<file path="config.mk">
export PLATFORM = sky130hd
export DESIGN_NAME = branch_resolve_unit
export DESIGN_NICKNAME = d
export VERILOG_FILES = /design/src/rtl/branch_pkg.sv /design/src/rtl/branch_resolve_unit_bht.sv /design/src/rtl/branch_resolve_unit.sv
export SDC_FILE = /design/constraint.sdc
export NUM_CORES = 1
export LEC_CHECK = 0
export BUFFER_PORTS_ARGS = -buffer_cell sky130_fd_sc_hd__buf_2
export CAP_MARGIN = 20
export CORE_ASPECT_RATIO = 1.2
export CORE_MARGIN = 2
export CORE_UTILIZATION = 30
export DETAILED_ROUTE_END_ITERATION = 8
export SETUP_SLACK_MARGIN = 0.2
export SYNTH_ARGS = -nofsm -noshare
export SYNTH_HDL_FRONTEND = slang
export SYNTH_SLANG_ARGS = --single-unit
export TNS_END_PERCENT = 100
</file>
<file path="constraint.sdc">
create_clock -name clk_i -period 5.9 [get_ports clk_i]
set_input_delay 0.295 -clock clk_i [delete_from_list [all_inputs] [get_ports clk_i]]
set_output_delay 0.295 -clock clk_i [all_outputs]
set_load 0.01 [all_outputs]
</file>
<file path="src/rtl/branch_pkg.sv">
// Shared definitions for the branch resolution stage: funct3 codes,
// 2-bit BHT counter encodings and the PC-to-BHT index helper.
package branch_pkg;

    localparam logic [2:0] F3_BEQ  = 3'b000;
    localparam logic [2:0] F3_BNE  = 3'b001;
    localparam logic [2:0] F3_BLT  = 3'b100;
    localparam logic [2:0] F3_BGE  = 3'b101;
    localparam logic [2:0] F3_BLTU = 3'b110;
    localparam logic [2:0] F3_BGEU = 3'b111;

    typedef enum logic [1:0] {
        SNT = 2'b00,
        WNT = 2'b01,
        WT  = 2'b10,
        ST  = 2'b11
    } bht_cnt_e;

    // Word-aligned PCs: drop the two byte-offset bits, keep idx_w bits.
    function automatic int unsigned idx_of(input logic [63:0] pc, input int unsigned idx_w);
        logic [63:0] mask;
        mask = (64'd1 << idx_w) - 64'd1;
        return 32'((pc >> 2) & mask);
    endfunction

endpackage

</file>
<file path="src/rtl/branch_resolve_unit_bht.sv">
// 2-bit saturating-counter branch history table: asynchronous read port,
// one synchronous update port, asynchronous reset to weakly not-taken.
module bht_2bit
    import branch_pkg::*;
#(
    parameter int unsigned BHT_ENTRIES = 64,
    parameter int unsigned XLEN        = 32
) (
    input  logic            clk_i,
    input  logic            rst_ni,
    input  logic [XLEN-1:0] rd_pc_i,
    output logic            rd_taken_o,
    input  logic            upd_en_i,
    input  logic [XLEN-1:0] upd_pc_i,
    input  logic            upd_taken_i
);

    localparam int unsigned IDX_W = $clog2(BHT_ENTRIES);

    logic [IDX_W-1:0] rd_idx;
    logic [IDX_W-1:0] wr_idx;
    bht_cnt_e         cnt_q [BHT_ENTRIES];
    bht_cnt_e         cnt_d;

    assign rd_idx = IDX_W'(idx_of(64'(rd_pc_i), IDX_W));
    assign wr_idx = IDX_W'(idx_of(64'(upd_pc_i), IDX_W));

    // No write-to-read bypass: a same-cycle lookup sees the old counter.
    assign rd_taken_o = (cnt_q[rd_idx] == WT) || (cnt_q[rd_idx] == ST);

    always_comb begin
        cnt_d = cnt_q[wr_idx];
        case (cnt_q[wr_idx])
            SNT:     cnt_d = upd_taken_i ? WNT : SNT;
            WNT:     cnt_d = upd_taken_i ? WT  : SNT;
            WT:      cnt_d = upd_taken_i ? ST  : WNT;
            ST:      cnt_d = upd_taken_i ? ST  : WT;
            default: cnt_d = WNT;
        endcase
    end

    always_ff @(posedge clk_i or negedge rst_ni) begin
        if (!rst_ni) begin
            for (int unsigned i = 0; i < BHT_ENTRIES; i++) begin
                cnt_q[i] <= WNT;
            end
        end else if (upd_en_i) begin
            cnt_q[wr_idx] <= cnt_d;
        end
    end

endmodule

</file>
<file path="src/rtl/branch_resolve_unit.sv">
// Registered RV32I branch resolution: own comparator, mispredict redirect,
// BHT training and saturating branch/mispredict statistics.
module branch_resolve_unit
    import branch_pkg::*;
#(
    parameter int unsigned XLEN        = 32,
    parameter int unsigned BHT_ENTRIES = 64,
    parameter int unsigned CNT_W       = 32
) (
    input  logic             clk_i,
    input  logic             rst_ni,
    input  logic             valid_i,
    input  logic             branch_i,
    input  logic [2:0]       funct3_i,
    input  logic [XLEN-1:0]  rs1_i,
    input  logic [XLEN-1:0]  rs2_i,
    input  logic [XLEN-1:0]  pc_i,
    input  logic [XLEN-1:0]  target_i,
    input  logic             pred_taken_i,
    input  logic             flush_i,
    input  logic [XLEN-1:0]  lookup_pc_i,
    output logic             lookup_taken_o,
    output logic             valid_o,
    output logic             take_branch_o,
    output logic             mispredict_o,
    output logic [XLEN-1:0]  redirect_pc_o,
    output logic             illegal_o,
    output logic [CNT_W-1:0] branch_cnt_o,
    output logic [CNT_W-1:0] mispred_cnt_o
);

    logic             accept;
    logic             take_d;
    logic             illegal_d;
    logic             mis_d;
    logic [XLEN-1:0]  redirect_d;

    logic             valid_q;
    logic             take_q;
    logic             mis_q;
    logic             illegal_q;
    logic [XLEN-1:0]  redirect_q;
    logic [XLEN-1:0]  pc_q;
    logic [CNT_W-1:0] branch_cnt_q;
    logic [CNT_W-1:0] mispred_cnt_q;

    assign accept = valid_i & branch_i & ~flush_i;

    always_comb begin
        take_d    = 1'b0;
        illegal_d = 1'b0;
        case (funct3_i)
            F3_BEQ:  take_d = (rs1_i == rs2_i);
            F3_BNE:  take_d = (rs1_i != rs2_i);
            F3_BLT:  take_d = ($signed(rs1_i) <  $signed(rs2_i));
            F3_BGE:  take_d = ($signed(rs1_i) >= $signed(rs2_i));
            F3_BLTU: take_d = (rs1_i <  rs2_i);
            F3_BGEU: take_d = (rs1_i >= rs2_i);
            default: illegal_d = 1'b1;
        endcase

        // Illegal encodings resolve as not-taken, so a taken prediction
        // redirects to the fall-through PC like any other mispredict.
        mis_d      = take_d ^ pred_taken_i;
        redirect_d = '0;
        if (take_d && !pred_taken_i) begin
            redirect_d = target_i;
        end else if (!take_d && pred_taken_i) begin
            redirect_d = pc_i + XLEN'(4);
        end
    end

    always_ff @(posedge clk_i or negedge rst_ni) begin
        if (!rst_ni) begin
            valid_q       <= 1'b0;
            take_q        <= 1'b0;
            mis_q         <= 1'b0;
            illegal_q     <= 1'b0;
            redirect_q    <= '0;
            pc_q          <= '0;
            branch_cnt_q  <= '0;
            mispred_cnt_q <= '0;
        end else begin
            valid_q    <= accept;
            take_q     <= accept & take_d;
            mis_q      <= accept & mis_d;
            illegal_q  <= accept & illegal_d;
            redirect_q <= accept ? redirect_d : '0;
            pc_q       <= pc_i;
            if (valid_q && (branch_cnt_q != '1)) begin
                branch_cnt_q <= branch_cnt_q + CNT_W'(1);
            end
            if (valid_q && mis_q && (mispred_cnt_q != '1)) begin
                mispred_cnt_q <= mispred_cnt_q + CNT_W'(1);
            end
        end
    end

    bht_2bit #(
        .BHT_ENTRIES (BHT_ENTRIES),
        .XLEN        (XLEN)
    ) u_bht (
        .clk_i       (clk_i),
        .rst_ni      (rst_ni),
        .rd_pc_i     (lookup_pc_i),
        .rd_taken_o  (lookup_taken_o),
        .upd_en_i    (valid_q & ~illegal_q),
        .upd_pc_i    (pc_q),
        .upd_taken_i (take_q)
    );

    assign valid_o       = valid_q;
    assign take_branch_o = take_q;
    assign mispredict_o  = mis_q;
    assign redirect_pc_o = redirect_q;
    assign illegal_o     = illegal_q;
    assign branch_cnt_o  = branch_cnt_q;
    assign mispred_cnt_o = mispred_cnt_q;

endmodule

</file>
==> results of run 1 <==
critical path, delay by kind of cell (launching register included):
| kind | cells | cell delay (ns) |
|---|---|---|
| AO/OA/AOI/OAI | 5 | 1.02 |
| buffers and inverters | 2 | 0.79 |
| flip-flops | 1 | 0.93 |
| multiplexers | 1 | 0.37 |
| AND/OR/NAND/NOR | 1 | 0.88 |
cell type report:
class                           count  area [sq um]  area share (%)
Antenna cell                        1         2.502         0.01593
Clock buffer                       38         734.5           4.675
Clock inverter                      7         92.59          0.5893
Inverter                           51         191.4           1.218
Multi-Input combinational cell    989          6412           40.81
Sequential cell                   234          5937           37.79
Tap cell                          552         690.7           4.396
Timing Repair Buffer              289          1650           10.50
metal layers:
layer  wire length (um)  GRT usage, %  share of wire (%)
met1              16350         21.52                 40
met4               1286         6.274                3.2
met3               2942         3.944                7.3
met5                  0             0                  0
met2              19990         31.32                 49
power breakdown:
part           internal (W)  switching (W)  total (W)
Clock              0.000945       0.000672    0.00162
Sequential          0.00165      0.0000471    0.00170
Combinational      0.000166       0.000268   0.000433
Total               0.00276       0.000987    0.00375
timing repair:
item                       CTS  global route
hold buffers                25             0
setup endpoints to repair    0             0
hold endpoints to repair    96             0
flip-flops by register name, summed over array words and instances, names as in the netlist:
name	flops
take_branch_o	1
mispredict_o	1
mispred_cnt_o	32
branch_cnt_o	32
redirect_pc_o	32
pc_q	6
u_bht.cnt_q	128
valid_o	1
illegal_o	1
kinds of logic (layout without fill, tap and decap cells):
logic type | after synthesis | in the layout | share of synthesized area [%]
other cells | 0 | 1 | 0
flops | 234 | 234 | 46.05
simple gates | 547 | 547 | 19.90
compound gates | 252 | 252 | 11.84
xor+xnor | 89 | 89 | 6.047
mux | 64 | 64 | 8.144
fa+ha+maj | 37 | 37 | 3.592
buf+inv | 124 | 385 | 4.426
metrics by stage:
step	utilization, %	cells	hold WS, ns	total power [W]
6_report	36.90	2161	0.01326	0.003750
5_1_grt	36.89	2160	0.02672	0.003903
4_1_cts	36.85	2158	0.000008493	0.003795
3_5_place_dp	34.32	2088	0.4105	0.002150
3_3_place_gp	34.32	2088	0.4040	0.002144
2_1_floorplan	-	1347	-0.0005911	0.001942
final timing paths:
path | startpoint | to | slack [ns]
worst max-delay path | pc_q[2] | u_bht.cnt_q[17] | 1.73
worst min-delay path | target_i[9] | redirect_pc_o[9] | 0.01
worst max register to register | pc_q[2] | u_bht.cnt_q[17] | 1.73
worst min register to register | u_bht.cnt_q[74] | u_bht.cnt_q[74] | 0.47
max in group asynchronous | rst_ni | pc_q[2] | 4.21
min in group asynchronous | rst_ni | u_bht.cnt_q[117] | 0.36
cell usage in the layout (no fill, tap or decap), types with 26 or more instances in the layout:
| cell | Yosys | final |
|---|---|---|
| ha_1 | 37 | 37 |
| xor2_1 | 26 | 26 |
| mux4_2 | 27 | 27 |
| buf_2 | 22 | 242 |
| dfstp_2 | 64 | 64 |
| nand3_1 | 106 | 106 |
| nand4_1 | 30 | 30 |
| nand2_1 | 252 | 252 |
| xnor2_1 | 63 | 63 |
| o21ai_0 | 131 | 131 |
| inv_1 | 51 | 51 |
| dfrtp_1 | 170 | 169 |
| a22oi_1 | 26 | 26 |
| nor2_1 | 54 | 52 |
cell usage after synthesis (all sizes together) (5+ instances only):
cell type	count
inv	51
and4	11
a31oi	5
nor4	8
nor2b	11
nand3	106
clkbuf	38
nand2	252
nand4	30
and2	14
dfrtp	170
a21oi	26
nor3	19
buf	35
o31ai	16
mux4	30
dfstp	64
o21ai	138
xor2	26
and3	23
a22oi	26
ha	37
a221oi	7
mux2i	16
xnor2	63
nor2	54
mux2	18
==> metrics.txt, run 1 <==
io pins 270; H-tree levels 1; die height 231.1 um; Die W between 150 and 200 um; RSZ-0062 raised after global routing no; Worst EP arrival about 4.6 ns; FFs w/ async S/R, synth 100.0%; DRC 0; Layout area overhead 21.89%; Fmax ~0.24 GHz; largest net degree at the start of global routing 135; final net count approximately 1800; fin. max-slew vios 0; Root Driver clkbuf_16; Rel. slew slack between 20% and 30%; vias in the first global route around 11000; status finished clean; vias around 11000; gr ovfl total 0; worst skew pair latency roughly 0.55 ns; Placed Area 0.01461 sq mm; vias per std cell approximately 5.2; top-area cell type share of the netlist area between 30% and 40%; Num CTS Buffers 25; TNS Setup 0 ns; Fillers 4330; DP HPWL between 20000 and 30000 um; num rows 83; P per Cell Area between 200 and 250 mW/mm^2; Crit-path slowest cell dfrtp_2; P_leak about 7 nW; sequential area share after synthesis approximately 46%; first drt pass iteration count 7; port bufs 243; Routed WL about 41000 um; hold path depth 3; gp weighted congestion approximately 0.93; period utilisation layout 70.63%; Synth area leader dfrtp_1; Avg Synthesized Cell Area 9.569 sq um; Initial Util about 30%; crit-path most repeated cell buf_4; final worst slack 1.733 ns; Worst Hold Class in2reg; Synth warnings 0; Worst-Margin Slew roughly 1.1 ns; clock skew 0.02152 ns; Routed Antenna Nets 0; routed len/inst around 19 um; r2r worst-path depth 9; Synth Flop Type dfrtp_1; GR Util All Layers between 10% and 20%; Crit path largest cell delay about 0.93 ns; Setup Fix Bufs, Post-CTS 0; post_cts resized 0; synth top area cells dfrtp_1 33%, dfstp_2 13%, nand2_1 7.3%; worst slack, placed 1.732 ns; Max clock buf depth 3; CTS tree yes; Final min period about 4.2 ns; global-route wire length before repair approximately 64000 um; synthesized area 0.01289 sq mm; initial antenna violation count 1; critical path class reg2reg; endpoint class of the critical path flip-flop; Setup-failing EPs final 0; initial DRC count 586; Sink Count 234; total of max-cap violations 0; Req. time, crit path around 6.3 ns; clock-pin slew on the worst setup and hold paths 0.06 ns; Final Hold Fails 0; Post-synth EDFFs 0; syn nets between 1500 and 2000; Yosys reg bits between 200 and 250; Synth Instances 1347; final instance area 0.01571 sq mm; crit-path max FO 43; Worst VDD drop about 200 uV; layout cells sized above 1 roughly a quarter; core area between 0.04 and 0.05 sq mm; DIE AREA about 0.045 sq mm; cell breakdown of the critical path buf_4 -> mux2_2 -> a221o_1 -> a22oi_1 -> a2bb2oi_2 -> a31oi_1 -> and3b_2 -> buf_4 -> o21ai_0; number of distinct library cells after synthesis 65; crit path launch type flip-flop
Power figures use the tool's default switching activity.
==> run 2, diff against run 1 <==
==> constraint.sdc (replaced) <==
create_clock -name clk_i -period 4.3 [get_ports clk_i]
set_input_delay 0.215 -clock clk_i [delete_from_list [all_inputs] [get_ports clk_i]]
set_output_delay 0.215 -clock clk_i [all_outputs]
set_load 0.01 [all_outputs]
==> run 2 against run 1 <==
Against the previous run: core utilization up 0.80 points; global-route usage about the same; cell count rose by 1.8%; critical path depth is 5 higher; sequential share of layout area is 0.80 points lower; critical endpoint is now redirect_pc_o[0]; largest power group unchanged; highest routed layer unchanged.
==> metrics.txt, run 2 (synthesized netlist as in run 1, its figures left out) <==
crit path launch type input port; endpoint class of the critical path flip-flop; clock skew 0.01592 ns (-0.005607 ns); period utilisation layout 81.73%; routed len/inst 18.41 um (-1.9%); r2r worst-path depth 8 (-1); Worst EP arrival 3.97 ns (-0.61 ns); Worst Hold Class in2reg; P per Cell Area 318.4 mW/mm^2 (+33%); TNS Setup 0 ns (unchanged); core area 0.04258 sq mm (unchanged); Fmax around 0.28 GHz; vias in the first global route 11436 (+0.83%); worst skew pair latency 0.54 ns (about the same); Sink Count 234 (unchanged); CTS tree yes; critical path startpoint rs1_i[31]; Setup-failing EPs final 0 (unchanged); critical path class in2reg; gp weighted congestion 0.9238 (-0.37%); Max clock buf depth 3 (unchanged); Routed WL 40480 um (-0.21%); die height 231.1 um (unchanged); fin. max-slew vios 0 (unchanged); num rows 83 (unchanged); Largest register FFs 128 (unchanged); Rel. slew slack 25.20% (-0.86 points); Worst-Margin Slew 1.118 ns (+0.01718 ns); Setup Fix Bufs, Post-CTS 0 (unchanged); total of max-cap violations 0 (unchanged); Initial Util 30.27% (unchanged); initial DRC count 553 (-5.6%); Final Hold Fails 0 (unchanged); final worst slack 0.7856 ns (-0.9475 ns); DRC 0 (unchanged); R2R Setup Slk 0.92 ns (-0.81 ns); io pins 270 (unchanged); H-tree levels 1 (unchanged); port bufs 243 (unchanged); vias 11382 (+1.9%); layout cells sized above 1 26.67% (+0.24 points); status finished clean; Worst VDD drop 187.9 uV (-7.8%); RSZ-0062 raised after global routing no; worst hold path startpoint pc_i[21]; DP HPWL 29610 um (+2.6%); Root Driver clkbuf_16; worst slack, placed 0.1708 ns (-1.561 ns); crit-path max FO 12 (-72%); Final min period between 3 and 4 ns; commonest non-fill, non-tap cell in the layout nand2_1; Num CTS Buffers 25 (unchanged); first drt pass iteration count 6 (-1); DIE AREA 0.04465 sq mm (unchanged); Die W 193.2 um (unchanged); P_leak 7.117 nW (+2.4%); Layout area overhead 24.53%; global-route wire length before repair 63760 um (+0.15%); Worst Hold Endpoint redirect_pc_o[21]; worst r2r dst u_bht.cnt_q[23]; GR Util All Layers 17.82% (-0.022 points); Top reg by flops u_bht.cnt_q; worst reg2reg path startpoint pc_q[3]; hold path depth 3 (unchanged); Req. time, crit path 4.76 ns (-1.55 ns); initial antenna violation count 1 (unchanged); most frequent cells in the layout 252 x nand2_1, 242 x buf_2, 169 x dfrtp_1; final net count 1833 (+2.1%); clock-pin slew on the worst setup and hold paths 0.06 ns (about the same); Routed Antenna Nets 0 (unchanged); vias per std cell 5.176 (+0.14%); largest net degree at the start of global routing 108 (-20%); gr ovfl total 0 (unchanged)
[run 2: per-stage QoR]
stage | hold WS (ns) | area (sq um) | total power, W | instances | utilization [%]
floorplan | -0.08059 | 12890 | 0.002664 | 1347 | -
global placement | 0.3406 | 14750 | 0.002959 | 2103 | 34.64
detailed placement | 0.3503 | 14750 | 0.002967 | 2103 | 34.64
CTS | 0.004115 | 16040 | 0.005175 | 2197 | 37.67
global route | 0.04392 | 16050 | 0.005339 | 2199 | 37.70
finish | 0.01747 | 16050 | 0.005110 | 2199 | 37.70
[run 2: timing repair]
item	CTS	global route
endpoints found under the hold margin	99	0
endpoints found under the setup margin	0	1
hold buffers	48	0
resized for setup	0	1
[run 2: worst max-delay path by stage]
stage	cells past startpoint	end
global placement	13	redirect_pc_o[29]
CTS	14	redirect_pc_o[0]
finish	14	redirect_pc_o[0]
detailed placement	12	redirect_pc_o[31]
floorplan	14	redirect_pc_o[10]
global route	15	redirect_pc_o[0]
[run 2: cell type report]
type                            count  area [sq um]
Inverter                           51         191.4
Antenna cell                        1         2.502
Tap cell                          552         690.7
Clock inverter                      8         93.84
Clock buffer                       38         714.4
Sequential cell                   234          5937
Fill cell                        4339         26530
Timing Repair Buffer              326          2007
Multi-Input combinational cell    989          6415
[run 2: worst max-delay path, stage by stage]
cell	delay, ns
buf_2	0.12
ha_1	0.35
nand4_1	0.20
nor4_1	0.53
o311ai_0	0.21
and3_1	0.24
mux2i_1	0.25
a211o_1	0.18
ha_1	0.14
nor2b_2	0.52
buf_4	0.28
a22oi_1	0.07
dlygate4sd3_1	0.57
nor2_1	0.09
[run 2: per-layer routing]
metal	wire, um	vias up	global-route usage (%)
li1	-	5331	-
met2	19990	422	30.52
met5	0	-	0
met1	16130	5556	21.81
met3	3004	73	4.060
met4	1356	0	6.894
[run 2: report_power, final]
group	switching (W)	leakage [nW]	internal (W)
logic	0.000379	3.71	0.000254
clock network	0.000881	0.400	0.00127
registers	0.0000628	3.01	0.00227
==> run 3, diff against run 2 <==
--- a/config.mk
+++ b/config.mk
@@ -5,6 +5,7 @@
 export SDC_FILE = /design/constraint.sdc
 export NUM_CORES = 1
 export LEC_CHECK = 0
+export ABC_AREA = 1
 export BUFFER_PORTS_ARGS = -buffer_cell sky130_fd_sc_hd__buf_2
 export CAP_MARGIN = 20
 export CORE_ASPECT_RATIO = 1.2
==> constraint.sdc (replaced) <==
create_clock -name clk_i -period 2.9 [get_ports clk_i]
set_input_delay 0.145 -clock clk_i [delete_from_list [all_inputs] [get_ports clk_i]]
set_output_delay 0.145 -clock clk_i [all_outputs]
set_load 0.01 [all_outputs]
==> run 3 against run 2 <==
Against the previous run: global-route usage rose by 2.6 points; cell count rose by 36%; largest cell class unchanged; setup slack got worse by 0.42 ns; highest routed layer is now met5; synthesized cell count rose by 52%.
==> metrics.txt, run 3 <==
status finished clean; crit-path most repeated cell nand2_1; Worst-Margin Slew 0.5728 ns (-0.5450 ns); first drt pass iteration count 5 (-1); Setup-failing EPs final 0 (unchanged); Synth warnings 0 (unchanged); Post-synth EDFFs 0 (unchanged); routed len/inst 17.03 um (-7.5%); mux cell area share after synthesis 0% (-8.1 points); Max clock buf depth 3 (unchanged); worst skew pair latency 0.56 ns (+0.02 ns); vias per std cell 4.962 (-4.1%); Sink Count 234 (unchanged); DRC 0 (unchanged); critical path class reg2reg; die height 243.6 um (+5.4%); initial DRC count 1187 (+110%); WHS 0.02529 ns (+0.007818 ns); Util after Layout 38.27% (+0.57 points); Routed WL 51070 um (+26%); vias in the first global route 14961 (+31%); core area 0.04713 sq mm (+11%); syn nets 2251 (+45%); CTS tree yes; largest family of logic cells by synthesized area simple AND/OR/NAND/NOR gates; Synth Instances 2045 (+52%); Setup Fix Bufs, Post-CTS 0 (unchanged); Routed Antenna Nets 0 (unchanged); final net count 2560 (+40%); internal power 0.006106 W (+61%); Top reg by flops u_bht.cnt_q; TNS Setup 0 ns (unchanged); Rel. slew slack 61.52% (+36 points); Initial Util 30.46% (+0.18 points); Root Driver clkbuf_16; worst reg2reg path startpoint pc_q[2]; Worst Hold Endpoint redirect_pc_o[14]; num rows 87 (+4.8%); Final min period 2.532 ns; simple-gate portion of the synthesized area 34.46% (+15 points); initial antenna violation count 2 (+1); gp weighted congestion 0.9381 (+1.5%); sequential area share after synthesis 41.35% (-4.7 points); gr ovfl total 0 (unchanged); Synth area leader dfrtp_1; worst hold path startpoint pc_i[14]; Synth Flop Type dfrtp_1; Largest register FFs 128 (unchanged); Die W 203.7 um (+5.4%); register area 0.005938 sq mm (about the same); crit path launch type flip-flop; global-route wire length before repair 81010 um (+27%); Req. time, crit path 3.35 ns (-1.41 ns); P_leak 8.882 nW (+25%); Compound-Gate Fraction of Synth Area 7.827% (-4.0 points); GR Util All Layers 20.38% (+2.6 points); fin. max-slew vios 0 (unchanged); most frequent cells in the layout 670 x nand2_1, 242 x buf_2, 239 x inv_1; clock-pin slew on the worst setup and hold paths 0.06 ns (about the same); Final Total Pwr 0.008217 W (+61%); Antenna Cells 0 (-1); layout cells sized above 1 17.97% (-8.7 points); sequential power share 41.2% (-4.4 points); FFs w/ async S/R, synth 100.0% (unchanged); Crit-path slowest cell dfrtp_2; Multi-input gate area 0.007111 sq mm (+11%); Fillers 4965 (+14%); port bufs 243 (unchanged); Final Hold Fails 0 (unchanged); post-synthesis xor/xnor area fraction 3.966% (-2.1 points); period utilisation layout between 80% and 90%; power share of the clock group 47.0% (+5.0 points); Yosys reg bits 234 (unchanged); number of distinct library cells after synthesis 41 (-37%); top-area cell type share of the netlist area 29.63% (-3.4 points); Comb power frac 11.8% (-0.6 points); vias 14882 (+31%); switching part of the total 25.69% (-0.20 points); synth top area cells dfrtp_1 30%, nand2_1 18%, dfstp_2 12%; worst r2r dst u_bht.cnt_q[33]; Worst Hold Class in2reg; Avg Synthesized Cell Area 7.020 sq um (-27%); commonest non-fill, non-tap cell in the layout nand2_1; endpoint class of the critical path flip-flop; synthesized area 0.01436 sq mm (+11%); largest net degree at the start of global routing 85 (-21%); R2R Setup Slk 0.37 ns (-0.55 ns); Crit path largest cell delay 0.44 ns (-0.13 ns); Synth Area in Adders 3.225% (-0.37 points); Fmax slightly below 0.4 GHz; io pins 270 (unchanged); cell breakdown of the critical path inv_2 -> nor2_1 -> buf_4 -> nand2_1 -> o21ai_0 -> nor2_1 -> nand2_1 -> nand2_1 -> nand2_1 -> nor2_1 -> nand3b_1 -> buf_12 -> nand3_1 -> nand2_1; Layout area overhead 25.67%; Num CTS Buffers 28 (+12%); Worst EP arrival 2.98 ns (-0.99 ns); H-tree levels 1 (unchanged); P per Cell Area 455.5 mW/mm^2 (+43%); DIE AREA 0.04962 sq mm (+11%); crit-path max FO 68 (+56); Worst VDD drop 435.3 uV (+130%); RSZ-0062 raised after global routing no; Net Sw Power 0.002111 W (+60%); total of max-cap violations 0 (unchanged); r2r worst-path depth 14 (+6); commonest cells in the netlist 670 x nand2_1, 239 x inv_1, 195 x nor2_1, 180 x nand3_1, 170 x dfrtp_1; clock skew 0.01249 ns (-0.003425 ns); hold path depth 3 (unchanged); most common cell in the netlist nand2_1; DP HPWL 38240 um (+29%)
run 3: power by group through the flow:
stage	logic (W)	registers (W)	clock network, W
2_1_floorplan	0.000432	0.00345	0
3_3_place_gp	0.000902	0.00344	0
3_5_place_dp	0.000915	0.00344	0
4_1_cts	0.000974	0.00338	0.00397
5_1_grt	0.00107	0.00339	0.00408
6_report	0.000971	0.00338	0.00386
run 3: worst max-delay path by stage:
| stage | start | end | slack, ns | cells past startpoint |
|---|---|---|---|---|
| CTS | pc_q[4] | u_bht.cnt_q[119] | 0.30 | 14 |
| finish | pc_q[2] | u_bht.cnt_q[33] | 0.37 | 14 |
| global placement | rs1_i[23] | redirect_pc_o[10] | -0.02 | 23 |
| global route | rs1_i[23] | redirect_pc_o[8] | 0.20 | 23 |
| detailed placement | rs2_i[17] | redirect_pc_o[8] | -0.07 | 24 |
| floorplan | rs2_i[31] | redirect_pc_o[2] | 0.27 | 20 |
run 3: metal layers:
metal,up-vias,part of all wire [%],track usage (%)
met4,4,3.8,7.943
met1,7025,41,25.11
met5,-,0.057,0
li1,7145,-,-
met2,600,48,35.24
met3,108,6.9,3.491
run 3: layout make-up:
type	count	share of cell area, %
Clock buffer	43	4.647
Timing Repair Buffer	347	12.54
Tap cell	623	4.321
Inverter	249	5.181
Multi-Input combinational cell	1494	39.42
Sequential cell	234	32.92
Clock inverter	9	0.9779
run 3: repair_timing:
item	CTS	global route
setup endpoints to repair	0	129
resized for setup	0	3
endpoints found under the hold margin	100	0
hold buffers	52	0
run 3: critical path, delay by kind of cell (launching register included):
| kind | cells | cell delay [ns] |
|---|---|---|
| flip-flops | 1 | 0.44 |
| AO/OA/AOI/OAI | 1 | 0.08 |
| AND/OR/NAND/NOR | 10 | 1.13 |
| buffers and inverters | 3 | 0.71 |
run 3: kinds of logic after synthesis:
kind of cell	after synthesis
compound gates	210
xor+xnor	65
flops	234
buf+inv	317
fa+ha+maj	37
simple gates	1182
run 3: metrics by stage:
step / cell area (sq um) / cells / setup slack [ns]
after global routing: 18040 / 2999 / 0.2013
after CTS: 18030 / 2999 / 0.3008
after global placement: 16500 / 2895 / -0.01671
after detailed placement: 16500 / 2895 / -0.07088
after floorplan: 14360 / 2045 / 0.2681
final: 18040 / 2999 / 0.3684
